File: config.mk
export PLATFORM = sky130hd
export DESIGN_NAME = seg_scan_decoder
export DESIGN_NICKNAME = d
export VERILOG_FILES = /design/src/rtl/seg_scan_decoder.sv
export SDC_FILE = /design/constraint.sdc
export NUM_CORES = 1
export LEC_CHECK = 0
export CAP_MARGIN = 25
export CORE_UTILIZATION = 50
export CTS_BUF_LIST = sky130_fd_sc_hd__clkbuf_16
export DETAILED_ROUTE_END_ITERATION = 16
export PLACE_DENSITY_LB_ADDON = 0.2
export SYNTH_ARGS = -nofsm -noshare
export SYNTH_HDL_FRONTEND = slang
export SYNTH_SLANG_ARGS = --single-unit
File: constraint.sdc
create_clock -name clk_i -period 3.4 [get_ports clk_i]
set_input_delay 0.34 -clock clk_i [delete_from_list [all_inputs] [get_ports clk_i]]
set_output_delay 0.34 -clock clk_i [all_outputs]
set_load 0.01 [all_outputs]
File: src/rtl/seg_scan_decoder.sv
// seg_scan_decoder: monitors a multiplexed 7-segment display bus and rebuilds 4-digit BCD frames.
// Latency: input held from edge E0 -> shadow slot written at E0+1+SETTLE_CYCLES, frame out one edge later.
// Backpressure: none; passive monitor, each completed frame is presented as a one-cycle pulse.
module seg_scan_decoder #(
    parameter int SETTLE_CYCLES  = 4,
    parameter int TIMEOUT_CYCLES = 1048576
) (
    input  logic        clk_i,
    input  logic        r_i,
    input  logic [3:0]  an_i,
    input  logic [6:0]  seg_i,
    input  logic        dp_i,
    input  logic        clr_err_i,
    output logic [15:0] digits_o,
    output logic [3:0]  dps_o,
    output logic        frame_valid_o,
    output logic        bad_seg_o,
    output logic        bad_an_o,
    output logic        timeout_o
);

    localparam int          CW   = $clog2(SETTLE_CYCLES + 1);
    localparam int          TW   = $clog2(TIMEOUT_CYCLES) + 1;
    localparam logic [11:0] IDLE = {4'hF, 7'h7F, 1'b1};

    logic [11:0] s1_q, s2_q;
    logic [CW-1:0] cnt_q, cnt_d;
    logic [TW-1:0] tcnt_q, tcnt_d;
    logic [15:0] shadow_q, shadow_d;
    logic [3:0]  shadow_dp_q, shadow_dp_d;
    logic [3:0]  seen_q, seen_d;
    logic        pend_q, pend_d;
    logic [15:0] digits_q, digits_d;
    logic [3:0]  dps_q, dps_d;
    logic        fv_q, to_q, bad_seg_q, bad_an_q;
    logic        bad_seg_d, bad_an_d;

    logic [3:0]  samp_an;
    logic [6:0]  samp_seg;
    logic        samp_dp;
    logic        stable_evt, cap, an_err, seg_err, to_fire;
    logic [3:0]  val;

    assign samp_an  = s2_q[11:8];
    assign samp_seg = s2_q[7:1];
    assign samp_dp  = s2_q[0];

    // Two-flop synchronizer for the whole display bus; idle pattern out of reset.
    always_ff @(posedge clk_i or posedge r_i) begin
        if (r_i) begin
            s1_q <= IDLE;
            s2_q <= IDLE;
        end else begin
            s1_q <= {an_i, seg_i, dp_i};
            s2_q <= s1_q;
        end
    end

    // Settle counter: the incoming sample (s1) is compared with the current one (s2).
    always_comb begin
        cnt_d = cnt_q;
        if (s1_q != s2_q) begin
            cnt_d = '0;
        end else if (cnt_q < CW'(SETTLE_CYCLES)) begin
            cnt_d = cnt_q + CW'(1);
        end
    end

    assign stable_evt = (s1_q == s2_q) && (cnt_q == CW'(SETTLE_CYCLES - 1));
    assign cap        = stable_evt && $onehot(~samp_an);
    assign an_err     = stable_evt && !$onehot0(~samp_an);

    // Active-low segment pattern back to a digit value; blank maps to F, garbage to E.
    always_comb begin
        val     = 4'hE;
        seg_err = 1'b0;
        case (samp_seg)
            7'h40: val = 4'd0;
            7'h79: val = 4'd1;
            7'h24: val = 4'd2;
            7'h30: val = 4'd3;
            7'h19: val = 4'd4;
            7'h12: val = 4'd5;
            7'h02: val = 4'd6;
            7'h78: val = 4'd7;
            7'h00: val = 4'd8;
            7'h10: val = 4'd9;
            7'h7F: val = 4'hF;
            default: seg_err = cap;
        endcase
    end

    // Capture, frame assembly, timeout and sticky error next-state.
    always_comb begin
        shadow_d    = shadow_q;
        shadow_dp_d = shadow_dp_q;
        seen_d      = seen_q;
        digits_d    = digits_q;
        dps_d       = dps_q;
        to_fire     = !cap && (tcnt_q == TW'(TIMEOUT_CYCLES - 1));
        tcnt_d      = (cap || to_fire) ? '0 : tcnt_q + TW'(1);
        if (pend_q) begin
            digits_d = shadow_q;
            dps_d    = shadow_dp_q;
        end
        if (pend_q || to_fire) begin
            seen_d = 4'h0;
        end
        if (cap) begin
            for (int i = 0; i < 4; i++) begin
                if (!samp_an[i]) begin
                    shadow_d[4*i +: 4] = val;
                    shadow_dp_d[i]     = ~samp_dp;
                    seen_d[i]          = 1'b1;
                end
            end
        end
        pend_d    = cap && (seen_d == 4'hF);
        bad_seg_d = (bad_seg_q && !clr_err_i) || seg_err;
        bad_an_d  = (bad_an_q && !clr_err_i) || an_err;
    end

    // State and registered outputs.
    always_ff @(posedge clk_i or posedge r_i) begin
        if (r_i) begin
            cnt_q       <= '0;
            tcnt_q      <= '0;
            shadow_q    <= '0;
            shadow_dp_q <= '0;
            seen_q      <= '0;
            pend_q      <= 1'b0;
            digits_q    <= '0;
            dps_q       <= '0;
            fv_q        <= 1'b0;
            to_q        <= 1'b0;
            bad_seg_q   <= 1'b0;
            bad_an_q    <= 1'b0;
        end else begin
            cnt_q       <= cnt_d;
            tcnt_q      <= tcnt_d;
            shadow_q    <= shadow_d;
            shadow_dp_q <= shadow_dp_d;
            seen_q      <= seen_d;
            pend_q      <= pend_d;
            digits_q    <= digits_d;
            dps_q       <= dps_d;
            fv_q        <= pend_q;
            to_q        <= to_fire;
            bad_seg_q   <= bad_seg_d;
            bad_an_q    <= bad_an_d;
        end
    end

    assign digits_o      = digits_q;
    assign dps_o         = dps_q;
    assign frame_valid_o = fv_q;
    assign bad_seg_o     = bad_seg_q;
    assign bad_an_o      = bad_an_q;
    assign timeout_o     = to_q;

endmodule

== Yosys cells after proc, flatten, opt, wreduce, memory -nomap -nowiden ==
Index checks and enable logic that the tools add are counted.

* Register bits: 97
* Logic and storage cells: 81

* Equal/unequal tests: 16
* Multiplexer cells: 11
* Add/subtract/negate cells: 5
* Bitwise gates (word level): 6
* Reductions and logical operators: 21
* Magnitude comparators: 2

{| class="wikitable"
|+ Operators by type and width
! cell !! count
|-
| $pmux 4 s11 || 1
|-
| $eq 7x7->1 const B || 4
|-
| $add 21x1->21 const B || 1
|-
| $eq 21x20->1 const B || 1
|-
| $eq 7x5->1 const B || 3
|-
| $mux 21 || 1
|-
| $eq 7x6->1 const B || 2
|-
| $eq 12x12->1 || 1
|-
| $ne 12x12->1 || 1
|-
| $reduce_or 11->1 || 1
|-
| $mux 4 || 2
|-
| $reduce_and 2->1 || 4
|-
| $eq 7x2->1 const B || 1
|-
| $logic_and 1x1->1 || 7
|-
| $logic_not 7->1 || 1
|-
| $mux 3 || 2
|-
| $mux 1 || 5
|-
| $not 1->1 || 5
|-
| $add 1x1->2 || 2
|-
| $eq 4x4->1 const B || 1
|-
| $logic_or 1x1->1 || 4
|-
| $not 4->4 || 1
|-
| $add 2x2->3 || 1
|-
| $add 3x1->3 const B || 1
|-
| 6 further kinds || 8
|}

== Depth between registers and ports, before layout ==
Gate-level depths: netlist of the first run.

* Depth in word-level cells: 13
* Gate-level depth with buffers: 10
* Gate-level depth less buffers: 10

== Worst setup path after synthesis of the first run ==
OpenSTA, ideal clock, no wires.

* Path kind: register to register
* From: register s2_q[9]
* To: register shadow_q[0]
* Buffers on the path: 1
* Path slack: 0.835 ns
* Required time: 3.275 ns
* Stages on the path, launching flop included: 11
* Arrival: 2.440 ns
* Cell sequence: dfstp_2 fa_1 inv_1 ha_1 inv_1 ha_1 nor2_1 nand2_1 or3_1 buf_6 mux2_4

* Longest elaborated chain between the ends: 6
* Elaborated cells between the ends (all ways): 8
* Classes of those cells: add/sub (2); eq/ne (2); bitwise (1); reduce/logical (3)

{| class="wikitable"
|+ Ends and longest elaborated chain
! item !! line !! text
|-
| start, declared || 26 || <nowiki>logic [11:0] s1_q, s2_q;</nowiki>
|-
| start signal, assigned || 55 || <nowiki>s2_q <= s1_q;</nowiki>
|-
| $not 4->4 || 70 || <nowiki>assign cap = stable_evt && $onehot(~samp_an);</nowiki>
|-
| $add 1x1->2 (not written as such) || 70 ||
|-
| $add 2x2->3 (not written as such) || 70 ||
|-
| $eq 3x1->1 || 70 ||
|-
| $logic_and 1x1->1 * || 70 ||
|-
| $reduce_and 2->1 (no line) * || -- ||
|-
| end signal, assigned || 141 || <nowiki>shadow_q <= shadow_d;</nowiki>
|-
| end, declared || 29 || <nowiki>logic [15:0] shadow_q, shadow_d;</nowiki>
|}

Mark *: on every way between the ends. The rest lies on a longest branch, timed or not.
A chain may end at the register's enable or synchronous reset.

== Worst setup path in the final report of the first run ==
* From: register s2_q[9]
* To: register shadow_q[6]

* Longest elaborated chain between the ends: 6
* Elaborated cells between the ends (all ways): 9
* Classes of those cells: add/sub (2); eq/ne (2); bitwise (2); reduce/logical (3)

{| class="wikitable"
|+ Ends and longest elaborated chain
! item !! line
|-
| $not 4->4 || 70
|-
| $add 1x1->2 (not written as such) || 70
|-
| $add 2x2->3 (not written as such) || 70
|-
| $eq 3x1->1 || 70
|-
| $logic_and 1x1->1 || 70
|-
| $reduce_and 2->1 (no line) * || --
|}

Marked as above.

==> results of run 1 <==
[state kept, by name (all words and copies together) (netlist names)]
register and count:
s1_q 12, s2_q 12, bad_seg_o 1, tcnt_q 21
cnt_q 3, digits_o 16, timeout_o 1, frame_valid_o 1
shadow_q 16, dps_o 4, pend_q 1, seen_q 4
shadow_dp_q 4, bad_an_o 1
[stage by stage]
stage          area, µm²  utilization (%)  instances  worst slack (ns)
6_report            4900             62.1        484             0.606
5_1_grt             4900             62.1        484             0.459
4_1_cts             4900             62.1        484             0.598
3_5_place_dp        4610             58.5        468             0.624
3_3_place_gp        4610             58.5        468             0.690
2_1_floorplan       4160                -        340             0.566
[layout make-up]
cell class / instances / area [µm²]
multi-input cells: 203 / 1520
fillers: 633 / 2990
clock buffers: 9 / 225
clock inverters: 7 / 60.1
inverters: 25 / 95.1
repair buffers: 41 / 415
flip-flops and latches: 97 / 2460
well taps: 102 / 128
[power breakdown]
part	switching [mW]	internal [mW]	leakage, nW
combinational	0.0484	0.0413	0.882
sequential	0.0233	1.18	1.26
clock	0.450	0.507	0.137
total	0.522	1.73	2.28
[layout by cell type (no fill, tap or decap), types with 13 or more instances in the layout]
cell,count
dfrtp_1,73
clkdlybuf4s50_1,38
nor2_1,33
inv_1,24
dfstp_2,24
mux2_2,20
xnor2_1,17
nand2_1,13
mux2i_1,13
xor2_1,13
[worst reg2reg max path, delay by kind of cell, from the launching register on]
kind / cells / cell delay, ns
mux: 1 / 0.35
buf+inv: 2 / 0.12
flops: 1 / 0.58
fa+ha+maj: 3 / 0.84
simple gates: 3 / 0.79
[kinds of logic after synthesis]
family | share of synthesized area [%]
simple gates | 13.2
flops | 59.0
mux | 11.4
buf+inv | 4.51
xor+xnor | 6.70
compound gates | 2.85
fa+ha+maj | 2.28
[metal layers]
metal / vias up / GRT usage (%) / share of wire, %
met5: - / 0 / 0
li1: 1233 / - / -
met1: 1247 / 26.1 / 49
met3: 9 / 4.23 / 3.0
met4: 0 / 8.46 / 1.7
met2: 42 / 28.2 / 46
[path summary, 6_finish.rpt]
| path | from | to | cells after the start |
|---|---|---|---|
| max in group asynchronous | r_i | s2_q[8] | 3 |
| setup reg to reg | s2_q[9] | shadow_q[6] | 9 |
| hold reg to reg | s1_q[7] | s2_q[7] | 0 |
| min in group asynchronous | r_i | tcnt_q[5] | 2 |
| setup / recovery | s2_q[9] | shadow_q[6] | 9 |
| hold / removal | s1_q[7] | s2_q[7] | 0 |
[cell usage after synthesis, drive strengths merged]
master	instances	area share, %
and4	2	0.42
nor4b	2	0.42
mux2	28	8.3
nor3	5	0.60
buf	7	1.5
nor4bb	2	0.48
nand2	13	1.2
inv	25	2.3
and3	4	0.60
nor3b	2	0.36
or3	8	1.2
or4b	1	0.24
a2bb2oi	1	0.21
and3b	2	0.42
nand3	10	1.2
o211ai	1	0.18
dfstp	24	15
nor4	5	0.75
or4	1	0.27
dfrtp	73	44
xor2	13	2.7
nor2	33	3.0
a21oi	7	0.84
a22oi	2	0.36
o21ai	6	0.72
o31a	1	0.21
ha	6	1.8
clkbuf	8	0.72
nand2b	4	0.60
xnor2	18	4.0
nand4	10	1.5
fa	1	0.48
mux2i	13	3.1
o22ai	1	0.15
a211oi	1	0.18
==> report_table.html, run 1 <==
<table>
<tr><th>Metric</th><th>Value</th></tr>
<tr><th colspan="2">Die</th></tr>
<tr><td>Initial Util</td><td>52.8%</td></tr>
<tr><td>Core area</td><td>7890 µm²</td></tr>
<tr><td>Die ar.</td><td>8700 µm²</td></tr>
<tr><td>Number of standard-cell rows in the floorplan</td><td>32</td></tr>
<tr><td>Number of placed I/O pins</td><td>39</td></tr>
<tr><td>DIE HEIGHT</td><td>93.3 µm</td></tr>
<tr><td>Chip width</td><td>93.3 µm</td></tr>
<tr><th colspan="2">Yosys</th></tr>
<tr><td>Warnings, synthesis</td><td>0</td></tr>
<tr><td>Number of synthesized register bits</td><td>97</td></tr>
<tr><td>Average cell area after synthesis</td><td>12.2 µm²</td></tr>
<tr><td>Sequential element share of the synthesized area</td><td>59.0%</td></tr>
<tr><td>Number of distinct library cells after synthesis</td><td>39</td></tr>
<tr><td>Cell count after synthesis</td><td>340</td></tr>
<tr><td>Post-synthesis instance area</td><td>4160 µm²</td></tr>
<tr><td>Mapped Nets</td><td>362</td></tr>
<tr><th colspan="2">Setup path</th></tr>
<tr><td>Cell breakdown of the critical path</td><td>fa_1, inv_1, ha_1, inv_1, ha_1, nor2_1, nand2_1, or3_1, mux2_4</td></tr>
<tr><td>Critical path required time</td><td>3.64 ns</td></tr>
<tr><td>Slowest CP cell</td><td>dfstp_2</td></tr>
<tr><td>Arrival time of the worst setup path</td><td>3.03 ns</td></tr>
<tr><td>Delay of the slowest critical-path stage</td><td>0.58 ns</td></tr>
<tr><td>Critical Path Start Type</td><td>register</td></tr>
<tr><td>Buffer and inverter count on the worst path</td><td>2</td></tr>
<tr><td>Endpoint class of the critical path</td><td>register</td></tr>
<tr><td>Largest delay share family, worst path</td><td>adder cells</td></tr>
<tr><td>Setup CP Type</td><td>reg -&gt; reg</td></tr>
<tr><td>Maximum net fanout on the critical path</td><td>6</td></tr>
<tr><td>Worst-case register-to-register setup slack</td><td>0.61 ns</td></tr>
<tr><th colspan="2">Clock network</th></tr>
<tr><td>Inserted Clock Buffers</td><td>9</td></tr>
<tr><td>Root Buffer</td><td>clkbuf_16</td></tr>
<tr><td>Quantity of gates resized following cts</td><td>0</td></tr>
<tr><td>Sink count of the clock tree</td><td>97</td></tr>
<tr><td>Number of hold buffers added after CTS</td><td>0</td></tr>
<tr><td>Maximum level of the CTS H-tree</td><td>3</td></tr>
<tr><td>Buffer depth of the longest clock path</td><td>2</td></tr>
<tr><td>Clock slew at reported path FFs</td><td>0.07 ns</td></tr>
<tr><td>Count of buffers added by post-CTS timing repair for setup</td><td>0</td></tr>
<tr><td>Clk_lat worst skew</td><td>0.35 ns</td></tr>
<tr><td>Clock tree from TritonCTS</td><td>built</td></tr>
<tr><th colspan="2">STA</th></tr>
<tr><td>Worst Tran Pin Value</td><td>0.930 ns</td></tr>
<tr><td>Summed negative setup slack over all endpoints</td><td>0 ns</td></tr>
<tr><td>Hold violation count in the final report</td><td>0</td></tr>
<tr><td>Final setup violation count</td><td>0</td></tr>
<tr><td>Max-slew violation count</td><td>0</td></tr>
<tr><td>Min Clock Period, post-route</td><td>2.79 ns</td></tr>
<tr><td>RSZ-0062 raised after global routing</td><td>false</td></tr>
<tr><td>Final clock skew</td><td>0.0112 ns</td></tr>
<tr><td>Max Clk Rate</td><td>358 MHz</td></tr>
<tr><td>Max-slew headroom</td><td>38.0%</td></tr>
<tr><td>Final period utilization</td><td>82.2%</td></tr>
<tr><td>Worst slack on hold paths</td><td>0.375 ns</td></tr>
<tr><th colspan="2">Route</th></tr>
<tr><td>Routed len/inst</td><td>14.7 µm</td></tr>
<tr><td>Routed via count</td><td>2531</td></tr>
<tr><td>Remaining number of nets flagged by the antenna check after routing</td><td>0</td></tr>
<tr><td>Total wirelength of the detailed-routed design</td><td>7.13 mm</td></tr>
<tr><td>Detailed-route DRC error count</td><td>0</td></tr>
<tr><td>1st-iter DRT viols</td><td>111</td></tr>
<tr><td>Number of detailed-route iterations in the first pass</td><td>4</td></tr>
<tr><td>Post-detailed-route via-to-cell ratio</td><td>5.23</td></tr>
<tr><th colspan="2">Placed design</th></tr>
<tr><td>Total half-perimeter wirelength after legalization and detailed placement</td><td>4.97 mm</td></tr>
<tr><td>Routability cong.</td><td>0.831</td></tr>
<tr><td>Count of input and output buffers</td><td>38</td></tr>
<tr><th colspan="2">Run</th></tr>
<tr><td>Maximum capacitance violations</td><td>0</td></tr>
<tr><th colspan="2">GRT</th></tr>
<tr><td>Global Route Usage Sum</td><td>18.8%</td></tr>
<tr><td>Total global routing overflow</td><td>0</td></tr>
<tr><td>Number of antenna violations at the first check in global routing</td><td>0</td></tr>
<tr><td>Wire length of the first global-routing pass</td><td>12.3 mm</td></tr>
<tr><td>Largest net degree at the start of global routing</td><td>55</td></tr>
<tr><td>Vias in the first global route</td><td>2491</td></tr>
<tr><th colspan="2">Pwr</th></tr>
<tr><td>Total power divided by cell area</td><td>459 nW/µm²</td></tr>
<tr><td>Total power draw</td><td>2.25 mW</td></tr>
<tr><td>Lkg Pwr</td><td>2.28 nW</td></tr>
<tr><td>Max rail drop VDD</td><td>0.000260 V</td></tr>
<tr><th colspan="2">Finish</th></tr>
<tr><td>Fraction of final layout cells sized beyond drive strength 1</td><td>19.4%</td></tr>
<tr><td>Antenna diode count</td><td>0</td></tr>
<tr><td>Net total in the final layout</td><td>399</td></tr>
<tr><td>Signed area change from the synthesized netlist to the final layout</td><td>17.7%</td></tr>
<tr><th colspan="2">Run status</th></tr>
<tr><td>Run status</td><td>finished clean</td></tr>
<tr><th colspan="2">Worst hold path</th></tr>
<tr><td>Hold Path Class</td><td>reg -&gt; reg</td></tr>
</table>
No activity file was read; power rests on OpenSTA's default activity.
==> run 2, diff against run 1 <==
==> constraint.sdc (replaced) <==
create_clock -name clk_i -period 2.8 [get_ports clk_i]
set_input_delay 0.28 -clock clk_i [delete_from_list [all_inputs] [get_ports clk_i]]
set_output_delay 0.28 -clock clk_i [all_outputs]
set_load 0.01 [all_outputs]
==> run 2 against run 1 <==
Effect of this change:
- combinational power rose by 22%
- critical endpoint is now shadow_q[13]
- maximum frequency rose by 5.0%
- register-to-register slack got worse by 0.47 ns
- utilization rose by 0.98 points
- worst hold slack got worse by 0.029 ns
- setup slack got worse by 0.47 ns
- sequential share of layout area fell by 0.78 points
- critical path depth rose by 1
- final cell count rose by 1.4%
==> report_table.html, run 2 (synthesis gave the netlist of run 1 again) <==
<table>
<tr><th>Metric</th><th>Value</th></tr>
<tr><th colspan="2">Run status</th></tr>
<tr><td>Run status</td><td>finished clean</td></tr>
<tr><th colspan="2">Clock network</th></tr>
<tr><td>Clock slew at reported path FFs</td><td>0.07 ns (about the same)</td></tr>
<tr><td>Maximum level of the CTS H-tree</td><td>3 (unchanged)</td></tr>
<tr><td>Root Buffer</td><td>clkbuf_16</td></tr>
<tr><td>Buffer depth of the longest clock path</td><td>2 (unchanged)</td></tr>
<tr><td>Inserted Clock Buffers</td><td>9 (unchanged)</td></tr>
<tr><td>Number of hold buffers added after CTS</td><td>0 (unchanged)</td></tr>
<tr><td>Clk_lat worst skew</td><td>0.34 ns (about the same)</td></tr>
<tr><td>Sink count of the clock tree</td><td>97 (unchanged)</td></tr>
<tr><td>Clock tree from TritonCTS</td><td>built</td></tr>
<tr><th colspan="2">Setup path</th></tr>
<tr><td>Setup CP Type</td><td>reg -&gt; reg</td></tr>
<tr><td>R2R cell count</td><td>10 (+1)</td></tr>
<tr><td>Endpoint class of the critical path</td><td>register</td></tr>
<tr><td>FF-to-FF End</td><td>shadow_q[13]</td></tr>
<tr><td>Worst-case register-to-register setup slack</td><td>0.14 ns (-0.47 ns)</td></tr>
<tr><td>Arrival time of the worst setup path</td><td>2.86 ns (-0.17 ns)</td></tr>
<tr><td>Critical path required time</td><td>3.00 ns (-0.64 ns)</td></tr>
<tr><td>Maximum net fanout on the critical path</td><td>4 (-2)</td></tr>
<tr><td>Critical Path Start Type</td><td>register</td></tr>
<tr><td>Slowest CP cell</td><td>dfstp_2</td></tr>
<tr><td>Cell breakdown of the critical path</td><td>fa_1, inv_1, ha_1, inv_1, ha_1, nor2_1, nand2_1, or3_1, buf_4, mux2i_1</td></tr>
<tr><td>Delay of the slowest critical-path stage</td><td>0.58 ns (about the same)</td></tr>
<tr><td>Launch point of the worst reg-to-reg path</td><td>s2_q[9]</td></tr>
<tr><th colspan="2">STA</th></tr>
<tr><td>Worst Tran Pin Value</td><td>0.578 ns (-0.352 ns)</td></tr>
<tr><td>Max-slew violation count</td><td>0 (unchanged)</td></tr>
<tr><td>Max-slew headroom</td><td>61.1% (+23 points)</td></tr>
<tr><td>Final clock skew</td><td>0.00851 ns (-0.00268 ns)</td></tr>
<tr><td>Summed negative setup slack over all endpoints</td><td>0 ns (unchanged)</td></tr>
<tr><td>Final period utilization</td><td>95.1% (+13 points)</td></tr>
<tr><td>Hold violation count in the final report</td><td>0 (unchanged)</td></tr>
<tr><td>Final setup violation count</td><td>0 (unchanged)</td></tr>
<tr><td>Max Clk Rate</td><td>376 MHz (+5.0%)</td></tr>
<tr><td>Min Clock Period, post-route</td><td>2.66 ns (-0.133 ns)</td></tr>
<tr><td>RSZ-0062 raised after global routing</td><td>true</td></tr>
<tr><th colspan="2">Die</th></tr>
<tr><td>Chip width</td><td>93.3 µm (unchanged)</td></tr>
<tr><td>Die ar.</td><td>8700 µm² (unchanged)</td></tr>
<tr><td>Number of standard-cell rows in the floorplan</td><td>32 (unchanged)</td></tr>
<tr><td>Initial Util</td><td>52.8% (unchanged)</td></tr>
<tr><td>Core area</td><td>7890 µm² (unchanged)</td></tr>
<tr><td>Number of placed I/O pins</td><td>39 (unchanged)</td></tr>
<tr><td>DIE HEIGHT</td><td>93.3 µm (unchanged)</td></tr>
<tr><th colspan="2">Route</th></tr>
<tr><td>Detailed-route DRC error count</td><td>0 (unchanged)</td></tr>
<tr><td>Routed len/inst</td><td>14.7 µm (-0.42%)</td></tr>
<tr><td>Remaining number of nets flagged by the antenna check after routing</td><td>0 (unchanged)</td></tr>
<tr><td>Routed via count</td><td>2546 (+0.59%)</td></tr>
<tr><td>1st-iter DRT viols</td><td>106 (-4.5%)</td></tr>
<tr><td>Total wirelength of the detailed-routed design</td><td>7.20 mm (+1.0%)</td></tr>
<tr><td>Post-detailed-route via-to-cell ratio</td><td>5.19 (-0.84%)</td></tr>
<tr><td>Number of detailed-route iterations in the first pass</td><td>4 (unchanged)</td></tr>
<tr><th colspan="2">Finish</th></tr>
<tr><td>Fraction of final layout cells sized beyond drive strength 1</td><td>21.1% (+1.7 points)</td></tr>
<tr><td>Signed area change from the synthesized netlist to the final layout</td><td>19.5%</td></tr>
<tr><td>Layout filler cell count</td><td>606 (-4.3%)</td></tr>
<tr><td>Register bank with the most flops</td><td>tcnt_q</td></tr>
<tr><td>Number of standard cells in the final layout excluding fillers</td><td>491 (+1.4%)</td></tr>
<tr><td>Net total in the final layout</td><td>406 (+1.8%)</td></tr>
<tr><td>Largest register FFs</td><td>21 (unchanged)</td></tr>
<tr><td>Antenna diode count</td><td>0 (unchanged)</td></tr>
<tr><td>Highest-count cells in the layout ignoring fill and taps</td><td>73 x dfrtp_1, 38 x clkdlybuf4s50_1, 33 x nor2_1</td></tr>
<tr><td>Sequential cell area</td><td>2460 µm² (unchanged)</td></tr>
<tr><td>Multi-input gate area</td><td>1520 µm² (+0.33%)</td></tr>
<tr><td>Most common cell after layout, fill and taps aside</td><td>dfrtp_1</td></tr>
<tr><th colspan="2">GRT</th></tr>
<tr><td>Met3 capacity usage during global routing</td><td>3.90% (-0.33 points)</td></tr>
<tr><td>Global Route Usage Sum</td><td>18.1% (-0.69 points)</td></tr>
<tr><td>Vias in the first global route</td><td>2453 (-1.5%)</td></tr>
<tr><td>Met1 layer usage reported by global route</td><td>25.7% (-0.36 points)</td></tr>
<tr><td>Number of antenna violations at the first check in global routing</td><td>0 (unchanged)</td></tr>
<tr><td>Layer carrying the most global-route usage</td><td>met2</td></tr>
<tr><td>Largest net degree at the start of global routing</td><td>98 (+78%)</td></tr>
<tr><td>Met2 track demand over resource</td><td>27.5% (-0.74 points)</td></tr>
<tr><td>Wire length of the first global-routing pass</td><td>12.0 mm (-2.1%)</td></tr>
<tr><td>Total global routing overflow</td><td>0 (unchanged)</td></tr>
<tr><th colspan="2">Worst hold path</th></tr>
<tr><td>Hold Path Class</td><td>in -&gt; reg</td></tr>
<tr><td>Critical hold path startpoint</td><td>an_i[3]</td></tr>
<tr><td>Hold Path Depth</td><td>1 (+1)</td></tr>
<tr><td>End point of the most critical hold path</td><td>s1_q[11]</td></tr>
<tr><th colspan="2">Placed design</th></tr>
<tr><td>Count of input and output buffers</td><td>38 (unchanged)</td></tr>
<tr><td>Routability cong.</td><td>0.814 (-2.1%)</td></tr>
<tr><td>Total half-perimeter wirelength after legalization and detailed placement</td><td>4.93 mm (-0.77%)</td></tr>
<tr><td>Placed Cells</td><td>475 (+1.5%)</td></tr>
<tr><th colspan="2">Pwr</th></tr>
<tr><td>Total power divided by cell area</td><td>564 nW/µm² (+23%)</td></tr>
<tr><td>Lkg Pwr</td><td>2.32 nW (+1.8%)</td></tr>
<tr><td>Max rail drop VDD</td><td>0.000303 V (+17%)</td></tr>
<tr><th colspan="2">Run</th></tr>
<tr><td>Maximum capacitance violations</td><td>0 (unchanged)</td></tr>
</table>
==> run 2: cell count changes in the layout (fill, tap and decap cells not counted), sizes merged <==
| cell | before | now |
|---|---|---|
| inv | 27 | 25 |
| clkinvlp | 1 | 2 |
| bufinv | 0 | 1 |
| buf | 3 | 10 |
==> run 2: final cells by class <==
cell class,count,area share [%]
Sequential cell,97,49.4
Multi-Input combinational cell,203,30.6
Timing Repair Buffer,48,9.40
Clock buffer,9,4.52
Tap cell,102,2.56
Inverter,25,1.91
Clock inverter,7,1.61
==> run 2: report_power, final <==
group,switching [mW],internal (mW),total [mW]
registers,0.0286,1.43,1.46
clock network,0.536,0.700,1.24
logic,0.0588,0.0503,0.109
total,0.623,2.18,2.81
==> run 2: repair_timing <==
item                                    4_1_cts  5_1_grt
buffers inserted                              0        0
endpoints found under the setup margin        0        4
resized for setup                             0        1
==> run 2: routing by layer <==
layer,wire length [µm],vias up
met1,3560,1239
met5,0,-
met4,68,0
li1,-,1241
met2,3320,60
met3,252,6
==> run 2: how the worst max path moves through the flow <==
stage                     slack [ns]    start             end  depth (start not counted)
after global placement          0.21  s2_q[9]     shadow_q[5]                         10
final                           0.14  s2_q[9]    shadow_q[13]                         10
after CTS                       0.10  s2_q[9]  shadow_dp_q[1]                         10
after detailed placement        0.13  s2_q[9]    shadow_q[13]                         10
after floorplan                 0.03      r_i        bad_an_o                          1
after global routing           -0.02  s2_q[9]    shadow_q[13]                         10
==> run 2: worst max-delay path, delay by kind of cell, from the launching register on <==
kind          cells  cell delay (ns)
fa+ha+maj         3             0.84
buf+inv           3             0.30
flops             1             0.58
mux               1             0.11
simple gates      3             0.68
==> run 2: metrics by stage <==
| stage | worst slack (ns) | cell area [µm²] | utilization (%) | hold slack, ns | power, mW |
|---|---|---|---|---|---|
| final | 0.138 | 4980 | 63.1 | 0.346 | 2.81 |
| after global routing | -0.0160 | 4980 | 63.1 | 0.341 | 2.92 |
| after CTS | 0.103 | 4970 | 63.0 | 0.336 | 2.83 |
| after detailed placement | 0.134 | 4670 | 59.2 | 0.365 | 1.60 |
| after global placement | 0.215 | 4670 | 59.2 | 0.363 | 1.59 |
| after floorplan | 0.0260 | 4160 | - | 0.284 | 1.55 |
==> run 3, diff against run 2 <==
--- a/config.mk
+++ b/config.mk
@@ -6,7 +6,8 @@
 export NUM_CORES = 1
 export LEC_CHECK = 0
 export CAP_MARGIN = 25
-export CORE_UTILIZATION = 50
+export CORE_ASPECT_RATIO = 1.25
+export CORE_UTILIZATION = 43
 export CTS_BUF_LIST = sky130_fd_sc_hd__clkbuf_16
 export DETAILED_ROUTE_END_ITERATION = 16
 export PLACE_DENSITY_LB_ADDON = 0.2
==> run 3 against run 2 <==
Effect of this change:
- combinational power up 4%
- via count about the same
- global-route usage down 2.1 points
- worst hold slack worse by 0.0029 ns
- clock power about the same
- non-clock buffer count down 1
- total power up 1.5%
- highest routed layer unchanged
==> report_table.html, run 3 (synthesis gave the netlist of run 1 again) <==
<table>
<tr><th>Metric</th><th>Value</th></tr>
<tr><th colspan="2">Run status</th></tr>
<tr><td>Run status</td><td>finished clean</td></tr>
<tr><th colspan="2">STA</th></tr>
<tr><td>Max-slew headroom</td><td>60.9% (-0.27 points)</td></tr>
<tr><td>Worst Tran Pin Value</td><td>0.587 ns (+0.00942 ns)</td></tr>
<tr><td>Final period utilization</td><td>94.1% (-1.0 points)</td></tr>
<tr><td>Min Clock Period, post-route</td><td>2.63 ns (-0.0280 ns)</td></tr>
<tr><td>Max-slew violation count</td><td>0 (unchanged)</td></tr>
<tr><td>Final setup violation count</td><td>0 (unchanged)</td></tr>
<tr><td>Max Clk Rate</td><td>380 MHz (+1.1%)</td></tr>
<tr><td>Hold violation count in the final report</td><td>0 (unchanged)</td></tr>
<tr><td>Summed negative setup slack over all endpoints</td><td>0 ns (unchanged)</td></tr>
<tr><td>Final clock skew</td><td>0.00706 ns (-0.00145 ns)</td></tr>
<tr><td>RSZ-0062 raised after global routing</td><td>false</td></tr>
<tr><th colspan="2">Finish</th></tr>
<tr><td>Fraction of final layout cells sized beyond drive strength 1</td><td>21.7% (+0.63 points)</td></tr>
<tr><td>Most common cell after layout, fill and taps aside</td><td>dfrtp_1</td></tr>
<tr><td>Layout filler cell count</td><td>815 (+34%)</td></tr>
<tr><td>Register bank with the most flops</td><td>tcnt_q</td></tr>
<tr><td>Antenna diode count</td><td>0 (unchanged)</td></tr>
<tr><td>Net total in the final layout</td><td>405 (-0.25%)</td></tr>
<tr><td>Largest register FFs</td><td>21 (unchanged)</td></tr>
<tr><td>Number of standard cells in the final layout excluding fillers</td><td>510 (+3.9%)</td></tr>
<tr><td>Signed area change from the synthesized netlist to the final layout</td><td>20.6%</td></tr>
<tr><td>Highest-count cells in the layout ignoring fill and taps</td><td>73 x dfrtp_1, 38 x clkdlybuf4s50_1, 32 x nor2_1</td></tr>
<tr><th colspan="2">Placed design</th></tr>
<tr><td>Routability cong.</td><td>0.806 (-0.98%)</td></tr>
<tr><td>Total half-perimeter wirelength after legalization and detailed placement</td><td>5.02 mm (+2.0%)</td></tr>
<tr><td>Placed Cells</td><td>495 (+4.2%)</td></tr>
<tr><td>Count of input and output buffers</td><td>38 (unchanged)</td></tr>
<tr><th colspan="2">Route</th></tr>
<tr><td>Post-detailed-route via-to-cell ratio</td><td>4.99 (-3.8%)</td></tr>
<tr><td>1st-iter DRT viols</td><td>93 (-12%)</td></tr>
<tr><td>Remaining number of nets flagged by the antenna check after routing</td><td>0 (unchanged)</td></tr>
<tr><td>Routed len/inst</td><td>13.9 µm (-5.1%)</td></tr>
<tr><td>Total wirelength of the detailed-routed design</td><td>7.10 mm (-1.4%)</td></tr>
<tr><td>Routed via count</td><td>2544 (-0.079%)</td></tr>
<tr><td>Detailed-route DRC error count</td><td>0 (unchanged)</td></tr>
<tr><td>Number of detailed-route iterations in the first pass</td><td>5 (+1)</td></tr>
<tr><th colspan="2">Die</th></tr>
<tr><td>Number of placed I/O pins</td><td>39 (unchanged)</td></tr>
<tr><td>Initial Util</td><td>44.9% (-7.9 points)</td></tr>
<tr><td>Core area</td><td>9270 µm² (+18%)</td></tr>
<tr><td>Die ar.</td><td>10100 µm² (+16%)</td></tr>
<tr><td>Chip width</td><td>90.0 µm (-3.5%)</td></tr>
<tr><td>Number of standard-cell rows in the floorplan</td><td>39 (+22%)</td></tr>
<tr><td>DIE HEIGHT</td><td>112 µm (+20%)</td></tr>
<tr><th colspan="2">GRT</th></tr>
<tr><td>Largest net degree at the start of global routing</td><td>51 (-48%)</td></tr>
<tr><td>Total global routing overflow</td><td>0 (unchanged)</td></tr>
<tr><td>Wire length of the first global-routing pass</td><td>12.6 mm (+4.6%)</td></tr>
<tr><td>Number of antenna violations at the first check in global routing</td><td>0 (unchanged)</td></tr>
<tr><td>Vias in the first global route</td><td>2624 (+7.0%)</td></tr>
<tr><td>Global Route Usage Sum</td><td>16.0% (-2.1 points)</td></tr>
<tr><th colspan="2">Setup path</th></tr>
<tr><td>Critical Path Start Type</td><td>register</td></tr>
<tr><td>Setup CP Type</td><td>reg -&gt; reg</td></tr>
<tr><td>Cell breakdown of the critical path</td><td>fa_1, inv_1, ha_1, inv_1, ha_1, nor2_2, nand2_2, or3_4, mux2_4</td></tr>
<tr><td>Start point of the critical path</td><td>s2_q[9]</td></tr>
<tr><td>Worst-case register-to-register setup slack</td><td>0.17 ns (+0.03 ns)</td></tr>
<tr><td>R2R cell count</td><td>9 (-1)</td></tr>
<tr><td>Launch point of the worst reg-to-reg path</td><td>s2_q[9]</td></tr>
<tr><td>FF-to-FF End</td><td>shadow_q[12]</td></tr>
<tr><td>Delay of the slowest critical-path stage</td><td>0.57 ns (about the same)</td></tr>
<tr><td>Critical path required time</td><td>3.02 ns (+0.02 ns)</td></tr>
<tr><td>Largest delay share family, worst path</td><td>adder cells</td></tr>
<tr><td>Maximum net fanout on the critical path</td><td>4 (unchanged)</td></tr>
<tr><td>Arrival time of the worst setup path</td><td>2.86 ns (about the same)</td></tr>
<tr><td>Slowest CP cell</td><td>dfstp_2</td></tr>
<tr><td>Endpoint class of the critical path</td><td>register</td></tr>
<tr><td>Buffer and inverter count on the worst path</td><td>2 (-1)</td></tr>
<tr><th colspan="2">Worst hold path</th></tr>
<tr><td>End point of the most critical hold path</td><td>s1_q[4]</td></tr>
<tr><td>Critical hold path startpoint</td><td>seg_i[3]</td></tr>
<tr><td>Hold Path Class</td><td>in -&gt; reg</td></tr>
<tr><td>Hold Path Depth</td><td>1 (unchanged)</td></tr>
<tr><th colspan="2">Pwr</th></tr>
<tr><td>Max rail drop VDD</td><td>0.000384 V (+27%)</td></tr>
<tr><td>Lkg Pwr</td><td>2.32 nW (+0.21%)</td></tr>
<tr><td>Total power divided by cell area</td><td>567 nW/µm² (+0.58%)</td></tr>
<tr><th colspan="2">Run</th></tr>
<tr><td>Maximum capacitance violations</td><td>0 (unchanged)</td></tr>
<tr><th colspan="2">Clock network</th></tr>
<tr><td>Clk_lat worst skew</td><td>0.34 ns (about the same)</td></tr>
<tr><td>Clock tree from TritonCTS</td><td>built</td></tr>
<tr><td>Maximum level of the CTS H-tree</td><td>3 (unchanged)</td></tr>
<tr><td>Sink count of the clock tree</td><td>97 (unchanged)</td></tr>
<tr><td>Count of buffers added by post-CTS timing repair for setup</td><td>0 (unchanged)</td></tr>
<tr><td>Number of hold buffers added after CTS</td><td>0 (unchanged)</td></tr>
<tr><td>Clock slew at reported path FFs</td><td>0.06 ns (about the same)</td></tr>
<tr><td>Quantity of gates resized following cts</td><td>0 (unchanged)</td></tr>
<tr><td>Root Buffer</td><td>clkbuf_16</td></tr>
<tr><td>Inserted Clock Buffers</td><td>9 (unchanged)</td></tr>
<tr><td>Buffer depth of the longest clock path</td><td>2 (unchanged)</td></tr>
</table>
## run 3: cell count changes in the layout (fill, tap and decap cells not counted), sizes merged
cell	change
bufinv	+1
buf	-1
clkinv	-2
## run 3: layout make-up
class	instances	area, µm²	area share (%)
flip-flops and latches	97	2460	48.9
multi-input cells	203	1540	30.8
repair buffers	47	460	9.17
clock buffers	9	225	4.49
well taps	123	154	3.07
inverters	25	96.3	1.92
clock inverters	6	83.8	1.67
## run 3: stage by stage
step	setup slack (ns)	area, µm²	power [mW]	utilization [%]	hold WS, ns
3_3_place_gp	0.113	4690	1.60	50.6	0.362
4_1_cts	0.0154	5000	2.88	53.9	0.329
3_5_place_dp	0.0336	4690	1.60	50.6	0.364
2_1_floorplan	0.0260	4160	1.55	-	0.284
6_report	0.166	5020	2.85	54.2	0.343
5_1_grt	0.0333	5020	2.96	54.2	0.333
## run 3: routing by layer
layer  up-vias  part of all wire, %  global-route usage (%)
li1       1237                    -                       -
met4         0                  2.2                    8.39
met5         -                    0                       0
met2        44                   49                    25.1
met1      1254                   46                    20.6
met3         9                  3.4                    4.00
## run 3: how the worst max path moves through the flow
| stage | to | slack [ns] | cells after the start |
|---|---|---|---|
| final | shadow_q[12] | 0.17 | 9 |
| after global routing | shadow_dp_q[0] | 0.03 | 10 |
| after CTS | shadow_q[6] | 0.02 | 9 |
| after detailed placement | shadow_q[6] | 0.03 | 9 |
| after global placement | shadow_q[4] | 0.11 | 9 |
| after floorplan | bad_an_o | 0.03 | 1 |
## run 3: where the power goes
part	switching [mW]	leakage [nW]	internal [mW]
clock	0.500	0.145	0.772
combinational	0.0611	0.919	0.0523
sequential	0.0287	1.26	1.43
## run 3: worst register-to-register path, stage by stage (launching register included)
cell     delay (ns)
dfstp_2        0.57
fa_1           0.42
inv_1          0.07
ha_1           0.16
inv_1          0.05
ha_1           0.27
nor2_2         0.15
nand2_2        0.10
or3_4          0.41
mux2_4         0.31
==> edit 1 (config.mk and constraints of run 1) <==
Set the parameter `SETTLE_CYCLES` to 8 (it was 4).
--- a/src/rtl/seg_scan_decoder.sv
+++ b/src/rtl/seg_scan_decoder.sv
@@ -2,7 +2,7 @@
 // Latency: input held from edge E0 -> shadow slot written at E0+1+SETTLE_CYCLES, frame out one edge later.
 // Backpressure: none; passive monitor, each completed frame is presented as a one-cycle pulse.
 module seg_scan_decoder #(
-    parameter int SETTLE_CYCLES  = 4,
+    parameter int SETTLE_CYCLES  = 8,
     parameter int TIMEOUT_CYCLES = 1048576
 ) (
     input  logic        clk_i,
Check against the original RTL: not equivalent (a bounded check fails within 10 cycles, from zero or initial values).
==> edit 1 against run 1 <==
- critical endpoint is now tcnt_q[10]
- final area is 2.3% higher
- routed wire length is 3.0% higher
- highest routed layer unchanged
- first-iteration DRC count is 3.6% lower
- setup slack worse by 430 ps
- sequential share of layout area is 0.65 points lower
- total power is 4.2% higher
- sequential cell count is 1 higher
- synthesized cell count is 4.4% lower
- largest cell class unchanged
- critical path type unchanged
- count of clock-buffer cells in the layout stayed put
- area after synthesis is 0.75% higher
- combinational power is 8.2% higher
- largest power group unchanged
==> edit 1: results (changes against run 1) <==
• finished clean — status, unchanged
• 0 — Post-CTS Resized, unchanged
• 29.0% — GR met2 Demand/Resource, was 28.2%
• 100% — ys async rst share, unchanged
• 70 ps — clock slew seen by the registers of the worst setup and hold paths, about the same
• s2_q[9] — timing startpoint of the critical path, unchanged
• 53 — maximum number of pins on one net before global-route repair, was 55
• 346 — Synthesized Nets, was 362
• sky130_fd_sc_hd__clkbuf_16 — CTS root buf, unchanged
• 298 uV — worst IR drop on VDD, was 260 uV
• 5 — router iterations before antenna repair, was 4
• 3440 ps — Worst Path Arrival, was 3030 ps
• 12.9 um^2 — post-synthesis average cell area, was 12.2 um^2
• 3.74% — met3 track demand over resource in global routing, was 4.23%
• 21 — max FFs per register, unchanged
• 38 — Buffers on Ports, unchanged
• 5.48 ps — Worst Clk Skew, was 11.2 ps
• 972 ps — actual transition at the worst max-transition pin, was 930 ps
• 19 — worst-path maximum fanout, was 6
• 107 — Iteration-0 DRC Markers, was 111
• 2 — largest buffer count on any clock path, unchanged
• 57 — number of distinct library cells after synthesis, was 39
• 9.90% — mux contribution to synthesized area, was 11.4%
• 2.27 nW — leakage power, was 2.28 nW
• 390 — count of nets after finishing, was 399
• 0 — post-CTS setup buffer count, unchanged
• 0 — number of warnings issued by yosys, unchanged
• s1_q[7] — Hold Path Origin, unchanged
• 0 — Antenna Diode Count, unchanged
• 26.2% — met1 usage in global routing, was 26.1%
• 6.89% — post-synthesis xor/xnor area fraction, was 6.70%
• 24.6% — fraction of final layout cells with drive strength greater than 1, was 19.4%
• 5110 um — hpwl dp, was 4970 um
• flip-flop to flip-flop — Tightest Hold Check Type, unchanged
• 0 — Detail Route Antenna Nets, unchanged
• 3 — H-Tree Level Count, unchanged
• 4.77% — Compound-Gate Fraction of Synth Area, was 2.85%
• tcnt_q — Top reg by flops, unchanged
• 15.3 um — routed length per placed instance, was 14.7 um
• 18.9% — Overall Global Routing Usage, was 18.8%
• 1.97% — adder and majority gate portion of the synthesized area, was 2.28%
• 59.2% — post-synthesis sequential area ratio, was 59.0%
• 463 — Placed Instances, was 468
• 0 — antenna violations before repair, unchanged
• sky130_fd_sc_hd__dfrtp_1, sky130_fd_sc_hd__nor2_1, sky130_fd_sc_hd__mux2_2 — synth cell count leaders, was sky130_fd_sc_hd__dfrtp_1, sky130_fd_sc_hd__nor2_1, sky130_fd_sc_hd__inv_1
• 340 ps — worst skew pair latency
• sky130_fd_sc_hd__dfrtp_1, sky130_fd_sc_hd__dfstp_2, sky130_fd_sc_hd__mux2_2, sky130_fd_sc_hd__xor2_1, sky130_fd_sc_hd__nor2_1 — top cells by area, synth, was sky130_fd_sc_hd__dfrtp_1, sky130_fd_sc_hd__dfstp_2, sky130_fd_sc_hd__mux2_2, sky130_fd_sc_hd__xnor2_1, sky130_fd_sc_hd__mux2i_1
• met2 — peak-usage layer in the global routing report, unchanged
• 479 — final instance count without filler cells, was 484
• 12500 um — global-route wire length before repair, was 12300 um
• 0.807 — GPL Wtd Cong, was 0.831
• 2590 — detailed-route via count, was 2531
• 9 — Inserted Clock Buffers, unchanged
edit 1: changes by cell type in the layout (fill, tap and decap cells not counted), moves of 4 or more:
| cell | run 1 | this run |
|---|---|---|
| sky130_fd_sc_hd__nor2b_1 | 0 | 8 |
| sky130_fd_sc_hd__nor2_4 | 0 | 4 |
| sky130_fd_sc_hd__o22a_1 | 0 | 4 |
| sky130_fd_sc_hd__inv_1 | 24 | 7 |
| sky130_fd_sc_hd__xnor2_1 | 17 | 7 |
| sky130_fd_sc_hd__mux2_1 | 0 | 5 |
| sky130_fd_sc_hd__a21oi_1 | 7 | 1 |
| sky130_fd_sc_hd__mux2_2 | 20 | 31 |
| sky130_fd_sc_hd__mux2_4 | 8 | 0 |
| sky130_fd_sc_hd__xor2_1 | 13 | 26 |
| sky130_fd_sc_hd__or3_1 | 8 | 1 |
| sky130_fd_sc_hd__o31ai_1 | 0 | 4 |
| sky130_fd_sc_hd__mux2i_1 | 13 | 1 |
edit 1: final cells by class:
type | instances | area [um^2]
Fill cell | 653 | 3160
Sequential cell | 98 | 2480
Multi-Input combinational cell | 209 | 1630
Timing Repair Buffer | 43 | 430
Clock buffer | 9 | 225
Tap cell | 105 | 131
Clock inverter | 7 | 85.1
Inverter | 8 | 31.3
edit 1: critical path: stages, from the launching register on:
cell	delay, ps
sky130_fd_sc_hd__dfstp_2	540
sky130_fd_sc_hd__fa_1	420
sky130_fd_sc_hd__inv_1	70
sky130_fd_sc_hd__ha_1	160
sky130_fd_sc_hd__inv_1	50
sky130_fd_sc_hd__ha_1	260
sky130_fd_sc_hd__or3b_2	510
sky130_fd_sc_hd__nor2_1	210
sky130_fd_sc_hd__nand4_4	220
sky130_fd_sc_hd__buf_4	250
sky130_fd_sc_hd__nand2_2	290
sky130_fd_sc_hd__nor2_1	110
edit 1: metal layers:
layer,vias up,part of all wire (%)
met3,10,3.3
li1,1225,-
met1,1305,47
met4,0,1.6
met5,-,0
met2,50,48
edit 1: final timing paths:
path / end / slack [ps] / cells after the start
max: tcnt_q[10] / 180 / 11
min: s2_q[7] / 370 / 0
max reg2reg: tcnt_q[10] / 180 / 11
min reg2reg: s2_q[7] / 370 / 0
max in group asynchronous: shadow_dp_q[1] / 2200 / 3
min in group asynchronous: cnt_q[0] / 480 / 2
edit 1: per-stage QoR:
step,area (um^2),setup WS (ps),hold WS (ps),utilization (%)
after floorplan,4200,330,344,-
after CTS,5010,165,372,61.3
final,5010,177,370,61.3
after global routing,5010,14.8,375,61.3
after detailed placement,4700,176,362,57.5
after global placement,4700,290,361,57.5
edit 1: power by group:
part           internal (mW)  switching, mW
Clock                  0.584          0.451
Combinational         0.0411         0.0560
Sequential              1.19         0.0214
Total                   1.82          0.529
==> edit 2 (settings of run 1) <==
Made on the original files. Remove the register `fv_q`: a continuous assignment takes its place, so the output `frame_valid_o` follows one clock earlier.
--- a/src/rtl/seg_scan_decoder.sv
+++ b/src/rtl/seg_scan_decoder.sv
@@ -131,7 +131,6 @@
             pend_q      <= 1'b0;
             digits_q    <= '0;
             dps_q       <= '0;
-            fv_q        <= 1'b0;
             to_q        <= 1'b0;
             bad_seg_q   <= 1'b0;
             bad_an_q    <= 1'b0;
@@ -144,12 +143,13 @@
             pend_q      <= pend_d;
             digits_q    <= digits_d;
             dps_q       <= dps_d;
-            fv_q        <= pend_q;
             to_q        <= to_fire;
             bad_seg_q   <= bad_seg_d;
             bad_an_q    <= bad_an_d;
         end
     end
+
+    assign fv_q = pend_q;
 
     assign digits_o      = digits_q;
     assign dps_o         = dps_q;
Behaviour: same outputs for any inputs over 10 cycles, from zero or initial values; that may be too few to reach the edited logic, so the function may still have changed.
==> edit 2 against run 1 <==
- routed wire length rose by 0.62%
- sequential cell count decreased by 1
- area after synthesis down 2.0%
- total power rose by 2.9%
- final area shrank 0.31%
- core utilization is 0.44 points higher
- critical path type unchanged
- setup slack worse by 280 ps
==> edit 2: results (changes against run 1) <==
• 114 — Iteration-0 DRC Markers, was 111
• 0 — number of warnings issued by yosys, unchanged
• 21 — max FFs per register, unchanged
• 4830 um — hpwl dp, was 4970 um
• 3310 ps — Worst Path Arrival, was 3030 ps
• 48 — number of distinct library cells after synthesis, was 39
• sky130_fd_sc_hd__clkbuf_16 — CTS root buf, unchanged
• 2.33% — adder and majority gate portion of the synthesized area, was 2.28%
• 0 — post-CTS setup buffer count, unchanged
• 4 — router iterations before antenna repair, unchanged
• 20.6% — fraction of final layout cells with drive strength greater than 1, was 19.4%
• 9 — Inserted Clock Buffers, unchanged
• 20 — worst-path maximum fanout, was 6
• 0 — Antenna Diode Count, unchanged
• 0 — antenna violations before repair, unchanged
• 5.33 — via-per-instance ratio, was 5.23
• 100% — ys async rst share, unchanged
• 371 ps — final-layout worst hold slack, was 375 ps
• 2488 — vias in the first global route, was 2491
• 52 — maximum number of pins on one net before global-route repair, was 55
• 0.834 — GPL Wtd Cong, was 0.831
• sky130_fd_sc_hd__dfrtp_1, sky130_fd_sc_hd__nor2_1, sky130_fd_sc_hd__dfstp_2, sky130_fd_sc_hd__xor2_1, sky130_fd_sc_hd__mux2_2 — synth cell count leaders, was sky130_fd_sc_hd__dfrtp_1, sky130_fd_sc_hd__nor2_1, sky130_fd_sc_hd__inv_1
• 6.74% — Compound-Gate Fraction of Synth Area, was 2.85%
• 70 ps — clock slew seen by the registers of the worst setup and hold paths, about the same
• 248 uV — worst IR drop on VDD, was 260 uV
• 340 ps — worst skew pair latency
• sky130_fd_sc_hd__dfrtp_1 — main flop type after synthesis, unchanged
• 8.58% — mux contribution to synthesized area, was 11.4%
• s2_q[9] — timing startpoint of the critical path, unchanged
• tcnt_q — Top reg by flops, unchanged
• 355 — Synthesized Nets, was 362
• 18.8% — Overall Global Routing Usage, about the same
• 9.37 ps — Worst Clk Skew, was 11.2 ps
• s1_q[1] — Hold Path Origin, was s1_q[7]
• 59.6% — post-synthesis sequential area ratio, was 59.0%
• 7.05% — post-synthesis xor/xnor area fraction, was 6.70%
• 320 ps — reg-to-reg setup timing slack, was 610 ps
• 14.9 um — routed length per placed instance, was 14.7 um
• 39.1% — Relative slew margins, was 38.0%
• 2.20 nW — leakage power, was 2.28 nW
• 12300 um — global-route wire length before repair, about the same
• sky130_fd_sc_hd__dfrtp_1, sky130_fd_sc_hd__dfstp_2, sky130_fd_sc_hd__mux2_2, sky130_fd_sc_hd__xor2_1, sky130_fd_sc_hd__nor2_1 — top cells by area, synth, was sky130_fd_sc_hd__dfrtp_1, sky130_fd_sc_hd__dfstp_2, sky130_fd_sc_hd__mux2_2, sky130_fd_sc_hd__xnor2_1, sky130_fd_sc_hd__mux2i_1
• finished clean — status, unchanged
• 2 — largest buffer count on any clock path, unchanged
• 396 — count of nets after finishing, was 399
[edit 2: cell count changes after synthesis, moves of 6 or more]
cell | run 1 | this run
sky130_fd_sc_hd__inv_1 | 25 | 11
sky130_fd_sc_hd__o21ai_0 | 3 | 15
sky130_fd_sc_hd__mux2i_1 | 13 | 2
sky130_fd_sc_hd__xor2_1 | 13 | 24
sky130_fd_sc_hd__xnor2_1 | 17 | 7
sky130_fd_sc_hd__o21ai_1 | 3 | 11
sky130_fd_sc_hd__or3_1 | 8 | 0
sky130_fd_sc_hd__buf_2 | 0 | 6
[edit 2: final timing paths]
path                           endpoint  cells past startpoint
max                        shadow_q[14]                     11
min                             s2_q[1]                      0
max reg2reg                shadow_q[14]                     11
min reg2reg                     s2_q[1]                      0
max in group asynchronous       s1_q[6]                      3
min in group asynchronous    tcnt_q[14]                      2
[edit 2: stage by stage]
step           std cells  instance area [um^2]  total power, mW  utilization [%]  setup WS, ps
4_1_cts              481                  4880             2.34             62.6           312
3_5_place_dp         465                  4580             1.31             58.6           308
5_1_grt              481                  4880             2.41             62.6           151
2_1_floorplan        333                  4080             1.27                -           429
3_3_place_gp         465                  4580             1.30             58.6           371
6_report             481                  4880             2.32             62.6           321
[edit 2: metal layers]
metal	up-vias	GRT usage, %	part of all wire [%]
met5	-	0	0
met4	0	8.59	1.5
met3	9	3.37	3.6
met2	58	27.3	46
met1	1263	27.6	49
li1	1236	-	-
[edit 2: logic make-up after synthesis]
group	count (synthesis)
muxes	30
adders and majority gates	7
buffers and inverters	26
AOI/OAI and AO/OA	46
xor gates and xnor gates	32
DFF	96
and+or+nand+nor	96
[edit 2: cell type report]
| cell class | count | area [um^2] |
|---|---|---|
| fillers | 617 | 2920 |
| flip-flops and latches | 96 | 2430 |
| multi-input cells | 211 | 1520 |
| repair buffers | 45 | 458 |
| clock buffers | 9 | 225 |
| well taps | 102 | 128 |
| clock inverters | 7 | 83.8 |
| inverters | 11 | 42.5 |
[edit 2: where the power goes]
part | switching [mW] | internal, mW
Clock | 0.449 | 0.584
Combinational | 0.0532 | 0.0401
Sequential | 0.0219 | 1.17
Total | 0.524 | 1.79
[edit 2: critical path: stages, from the launching register on]
cell and delay [ps]:
sky130_fd_sc_hd__dfstp_2 550, sky130_fd_sc_hd__fa_1 410, sky130_fd_sc_hd__inv_1 60, sky130_fd_sc_hd__ha_1 150, sky130_fd_sc_hd__inv_1 50, sky130_fd_sc_hd__ha_1 250
sky130_fd_sc_hd__or3b_1 410, sky130_fd_sc_hd__nor2_1 100, sky130_fd_sc_hd__nand4_1 150, sky130_fd_sc_hd__buf_12 200, sky130_fd_sc_hd__or2_1 310, sky130_fd_sc_hd__mux2_4 320
